File: src/rtl/regfile_pkg.sv
// Shared constants and types for the register-file write-back controller.
//   NREG/AW/DW : register count, address width, data width
//   req_e      : requester identity (ALU = REQ_A, LSU = REQ_B)
//   wb_req_t   : one write-back request {add, data}
package regfile_pkg;

  localparam int NREG = 16;
  localparam int AW   = 4;
  localparam int DW   = 16;

  typedef enum logic {
    REQ_A = 1'b0,
    REQ_B = 1'b1
  } req_e;

  typedef struct packed {
    logic [AW-1:0] add;
    logic [DW-1:0] data;
  } wb_req_t;

endpackage

File: src/rtl/rr_arbiter2.sv
// Two-way round-robin arbiter with a registered priority pointer.
//   clk, reset       : clock, synchronous active-high reset (pointer -> REQ_A)
//   a_valid_i/b_valid_i : request lines
//   a_gnt_o/b_gnt_o  : combinational grants, mutually exclusive, held low in reset
module rr_arbiter2
  import regfile_pkg::*;
(
  input  logic clk,
  input  logic reset,
  input  logic a_valid_i,
  input  logic b_valid_i,
  output logic a_gnt_o,
  output logic b_gnt_o
);

  req_e ptr_q, ptr_d;

  // A lone requester always wins; on contention the pointer side wins.
  // Grants are suppressed during reset so nothing is accepted that would
  // then be thrown away.
  always_comb begin
    a_gnt_o = !reset && a_valid_i && (!b_valid_i || ptr_q == REQ_A);
    b_gnt_o = !reset && b_valid_i && (!a_valid_i || ptr_q == REQ_B);
  end

  // Pointer moves to the side that did not win, and only on a grant.
  always_comb begin
    ptr_d = ptr_q;
    if (a_gnt_o)      ptr_d = REQ_B;
    else if (b_gnt_o) ptr_d = REQ_A;
  end

  always_ff @(posedge clk) begin
    if (reset) ptr_q <= REQ_A;
    else       ptr_q <= ptr_d;
  end

endmodule

File: src/rtl/regfile_wb_arbiter.sv
// Write-back controller for the single register-file write port.
// Arbitrates ALU (A) and LSU (B) write-backs round-robin, drives the write
// port from registers one cycle after the grant, and tracks pending writes
// in a scoreboard used to stall decode on RAW/WAW hazards.
//   clk, reset                 : clock, synchronous active-high reset
//   i_a_* / o_a_ready          : ALU write-back request / accept
//   i_b_* / o_b_ready          : LSU write-back request / accept
//   i_issue_valid, i_issue_add : decode issuing a writer of i_issue_add
//   i_read_add1/2, i_use_add2  : decode sources (source 2 optional)
//   o_stall                    : decode must hold this cycle
//   o_write_en/add/data        : registered register-file write port
//   o_pending                  : scoreboard contents
//   o_wb_unexpected            : write-back landed on a non-pending register
module regfile_wb_arbiter
  import regfile_pkg::*;
(
  input  logic            clk,
  input  logic            reset,
  input  logic            i_a_valid,
  input  logic [AW-1:0]   i_a_add,
  input  logic [DW-1:0]   i_a_data,
  output logic            o_a_ready,
  input  logic            i_b_valid,
  input  logic [AW-1:0]   i_b_add,
  input  logic [DW-1:0]   i_b_data,
  output logic            o_b_ready,
  input  logic            i_issue_valid,
  input  logic [AW-1:0]   i_issue_add,
  input  logic [AW-1:0]   i_read_add1,
  input  logic [AW-1:0]   i_read_add2,
  input  logic            i_use_add2,
  output logic            o_stall,
  output logic            o_write_en,
  output logic [AW-1:0]   o_write_add,
  output logic [DW-1:0]   o_write_data,
  output logic [NREG-1:0] o_pending,
  output logic            o_wb_unexpected
);

  logic            a_gnt, b_gnt, gnt;
  wb_req_t         gnt_req;
  logic            wen_q;
  wb_req_t         wr_q;
  logic [NREG-1:0] pending_q, pending_d;
  logic            unexp_q;
  logic            issue_take;

  rr_arbiter2 u_arb (
    .clk       (clk),
    .reset     (reset),
    .a_valid_i (i_a_valid),
    .b_valid_i (i_b_valid),
    .a_gnt_o   (a_gnt),
    .b_gnt_o   (b_gnt)
  );

  assign o_a_ready = a_gnt;
  assign o_b_ready = b_gnt;
  assign gnt       = a_gnt | b_gnt;

  always_comb begin
    gnt_req.add  = i_a_add;
    gnt_req.data = i_a_data;
    if (b_gnt) begin
      gnt_req.add  = i_b_add;
      gnt_req.data = i_b_data;
    end
  end

  // Hazard check against the registered scoreboard. A write-back granted
  // this cycle clears its bit at the edge, so decode is released in the
  // write cycle, when the register file commits on the falling edge.
  always_comb begin
    o_stall = i_issue_valid &&
              (pending_q[i_read_add1] ||
               (i_use_add2 && pending_q[i_read_add2]) ||
               pending_q[i_issue_add]);
  end

  assign issue_take = i_issue_valid && !o_stall;

  // Clear first, then set, so a same-address set/clear leaves the bit set.
  always_comb begin
    pending_d = pending_q;
    if (gnt)        pending_d[gnt_req.add]  = 1'b0;
    if (issue_take) pending_d[i_issue_add] = 1'b1;
  end

  always_ff @(posedge clk) begin
    if (reset) begin
      wen_q     <= 1'b0;
      wr_q      <= '0;
      pending_q <= '0;
      unexp_q   <= 1'b0;
    end else begin
      wen_q     <= gnt;
      if (gnt) wr_q <= gnt_req;
      pending_q <= pending_d;
      unexp_q   <= gnt && !pending_q[gnt_req.add];
    end
  end

  assign o_write_en      = wen_q;
  assign o_write_add     = wr_q.add;
  assign o_write_data    = wr_q.data;
  assign o_pending       = pending_q;
  assign o_wb_unexpected = unexp_q;

endmodule
File: config.mk
export PLATFORM = sky130hd
export DESIGN_NAME = regfile_wb_arbiter
export DESIGN_NICKNAME = d
export VERILOG_FILES = /design/src/rtl/regfile_pkg.sv /design/src/rtl/rr_arbiter2.sv /design/src/rtl/regfile_wb_arbiter.sv
export SDC_FILE = /design/constraint.sdc
export NUM_CORES = 1
export LEC_CHECK = 0
export BUFFER_PORTS_ARGS = -buffer_cell sky130_fd_sc_hd__buf_2
export CAP_MARGIN = 20
export CORE_MARGIN = 4
export CORE_UTILIZATION = 43
export CTS_CLUSTER_DIAMETER = 60
export DETAILED_ROUTE_END_ITERATION = 8
export PLACE_DENSITY = 0.74
export SLEW_MARGIN = 20
export SYNTH_ARGS = -nofsm -noshare
export SYNTH_HDL_FRONTEND = slang
export SYNTH_SLANG_ARGS = --single-unit
export TNS_END_PERCENT = 30
File: constraint.sdc
create_clock -name clk -period 2.1 [get_ports clk]
set_input_delay 0.315 -clock clk [delete_from_list [all_inputs] [get_ports clk]]
set_output_delay 0.315 -clock clk [all_outputs]
set_load 0.01 [all_outputs]
==> flow_metrics.env <==
export IMPL_syn_nets=326
export IMPL_ys_async_sr_fraction_pct=0
export IMPL_num_rows=26
export IMPL_hold_depth=3
export IMPL_core_sq_um=5170
export IMPL_vias=2524
export IMPL_synth_top_area_cell="dfxtp_1"
export IMPL_maxCapViolations=0
export IMPL_syn_area_per_cell_sq_um=8.65
export IMPL_fin_area_sq_um=3190
export IMPL_cp_required_ps=1780
export IMPL_io_pins=99
export IMPL_cts_buffers=5
export IMPL_stdcell_count=459
export IMPL_via_per_inst=5.50
export IMPL_cp_startpoint="o_pending[7]"
export IMPL_synth_edff_count=0
export IMPL_hp_class="primary input to flip-flop"
export IMPL_setup_viol_count_final=5
export IMPL_cts_sinks=39
export IMPL_cts_root_buf="clkbuf_8"
export IMPL_crit_type="flip-flop to output pin"
export IMPL_period_needed_ps=2350
export IMPL_dpl_cell_area_sq_um=3070
export IMPL_report_final_slew_viol_count=0
export IMPL_grt_start_max_net_pins=25
export IMPL_outcome="finished, violations left"
export IMPL_holdCritStartpoint="i_b_data[11]"
export IMPL_gp_congestion=0.996
export IMPL_dp_slack_ps=-281
export IMPL_cts_path_max_buffers=2
export IMPL_fillers=465
export IMPL_grt_first_pass_wirelength_mm=11.6
export IMPL_dpl_hpwl_mm=5.66
export IMPL_drtIter0Drc=135
export IMPL_die_h_microns=81.4
export IMPL_rsz0062_at_grt="true"
export IMPL_ys_ff_latch=39
export IMPL_die_x_microns=81.4
export IMPL_placed_cells=452
export IMPL_cts_tree="yes"
export IMPL_violations="negative setup slack"
export IMPL_start_util_pct=44.8
export IMPL_synth_ff_type="dfxtp_1"
export IMPL_ys_seq_area_share_pct=33.7
export IMPL_critPathMaxFanout=3
export IMPL_dr_pass1_iters=4
export IMPL_nets=447
export IMPL_netlist_area_leader_share_pct=33.7
export IMPL_power_density_nw_per_um2=536
export IMPL_totalWireLength_mm=7.20
export IMPL_grt_usage_pct=22.7
export IMPL_post_route_util_pct=61.6
export IMPL_postRouteAntennaNets=0
export IMPL_fmaxAchievable_ghz=0.425
export IMPL_grt_remaining_overflow=0
export IMPL_drc=0
export IMPL_yosysWarnings=0
export IMPL_cp_end_kind="output pin"
export IMPL_layout_drive_gt1_share_pct=43.7
export IMPL_antenna_found_initial=0
export IMPL_port_buffers=98
export IMPL_slew_headroom_pct=68.1
export IMPL_crit_arrival_ps=2040
export IMPL_syn_inst=268
export IMPL_leakagePower_nw=1.51
export IMPL_fin_ws_ps=-253
export IMPL_synthTopCellsByArea="dfxtp_1 34%, mux4_2 8.7%, nand2_1 8.1%"
export IMPL_ff2ff_path_depth=5
export IMPL_ir_worst_vdd_v=0.000378
export IMPL_tightestPinTransition_ps=475
export IMPL_cts_htree_levels=2
export IMPL_syn_to_final_growth_pct=37.6
export IMPL_synthDistinctLibCells=40
export IMPL_whs_ps=282
export IMPL_clock_skew_ps=8.62
export IMPL_routedWlPerCell_microns=15.7
export IMPL_netlist_area_sq_um=2320
export IMPL_clk_pin_slew_ps=80
export IMPL_cts_setup_buffers=0
export IMPL_fin_crit_sh_pct=112
export IMPL_rr_startpoint="o_pending[7]"
export IMPL_die_area_sq_um=6630
export IMPL_clk_latency_ps=290
export IMPL_grt_pass1_vias=2429
export IMPL_cp_start_kind="flip-flop"
export IMPL_hold_violations=0
export IMPL_antenna_cells=0
-- final timing paths --
| check | endpoint | slack (ps) |
|---|---|---|
| setup / recovery | o_stall | -250 |
| hold / removal | o_write_data[11] | 280 |
| setup reg to reg | o_pending[4] | -130 |
| hold reg to reg | o_write_data[15] | 480 |
-- placed cells by master (no fill, tap or decap), types with 2 or more instances in the layout --
cell type  instances
buf_4             30
or3_1              2
nor3_1             2
a311oi_1          16
or3_4              2
o21ai_2            5
o211ai_1           8
a21o_1             3
inv_1              5
mux4_2            13
buf_2             98
o21a_1             2
and3_1             3
mux2i_1           13
a31o_2             2
clkbuf_8           6
nor2_1            23
nand2_1           50
o21ai_0            7
a32o_1             3
nor2b_1            4
nand3_1            8
dfxtp_2            6
a21oi_1            7
dfxtp_1           33
nand2b_1           8
a211oi_1           6
mux2_2             2
o21ai_1            5
-- area by class of cell --
class | instances | area, sq um | share of cell area, %
multi-input cells | 207 | 1470 | 46.1
flip-flops and latches | 39 | 788 | 24.7
repair buffers | 129 | 727 | 22.8
well taps | 70 | 87.6 | 2.75
clock buffers | 6 | 82.6 | 2.59
inverters | 7 | 28.8 | 0.903
clock inverters | 1 | 5.00 | 0.157
-- synth_stat cells (3+ instances only) --
master    instances
clkbuf_1         12
a21o_1            3
nor2_1           24
a211oi_1          7
nand2_1          50
mux2i_1          13
or3_1             3
inv_1             5
o21ai_1           5
a21oi_1           7
o21ai_0          12
o211ai_1          8
mux4_2            9
dfxtp_1          39
mux4_1            4
nand3_1           8
nor2b_1           4
and3_1            3
a311oi_1         16
a32o_1            3
nand2b_1          8
-- routing by layer --
metal | vias to the layer above | part of all wire [%] | global-route usage, %
met5 | - | 0 | 0
met4 | 0 | 1.1 | 6.93
met3 | 10 | 9.9 | 5.70
met2 | 126 | 47 | 37.1
met1 | 1151 | 42 | 29.5
li1 | 1237 | - | -
-- report_power, final --
group          internal (mW)  total [mW]  switching [mW]
clock network          0.257       0.503           0.245
logic                  0.184       0.404           0.219
registers              0.782       0.803          0.0213
total                   1.22        1.71           0.486
-- worst max-delay path, cell delays in order (launching register included) --
cell,delay (ps)
dfxtp_1,340
mux4_2,470
mux4_2,520
buf_6,140
o21a_1,150
buf_2,130
-- logic make-up after synthesis --
kind of cell,synth area share [%]
and+or+nand+nor,20.3
muxes,19.9
AOI/OAI and AO/OA,22.5
DFF,33.7
buffers and inverters,3.62
-- through the flow --
stage	total power [mW]	TNS, ps
detailed placement	1.21	-2980
global placement	1.21	-2280
CTS	1.72	-617
floorplan	1.03	-10.4
global route	1.81	-1120
finish	1.71	-769
-- timing repair --
action | CTS | global route
hold buffers | 0 | 0
endpoints found under the setup margin | 12 | 14
resized for setup | 16 | 11
pin swaps | 6 | 1
-- sequential cells by signal, indices dropped and copies added (netlist names) --
| signal | flops |
|---|---|
| o_write_data | 16 |
| o_write_en | 1 |
| o_wb_unexpected | 1 |
| o_pending | 16 |
| u_arb.ptr_q | 1 |
| o_write_add | 4 |
(Power assumes the default switching activity.)
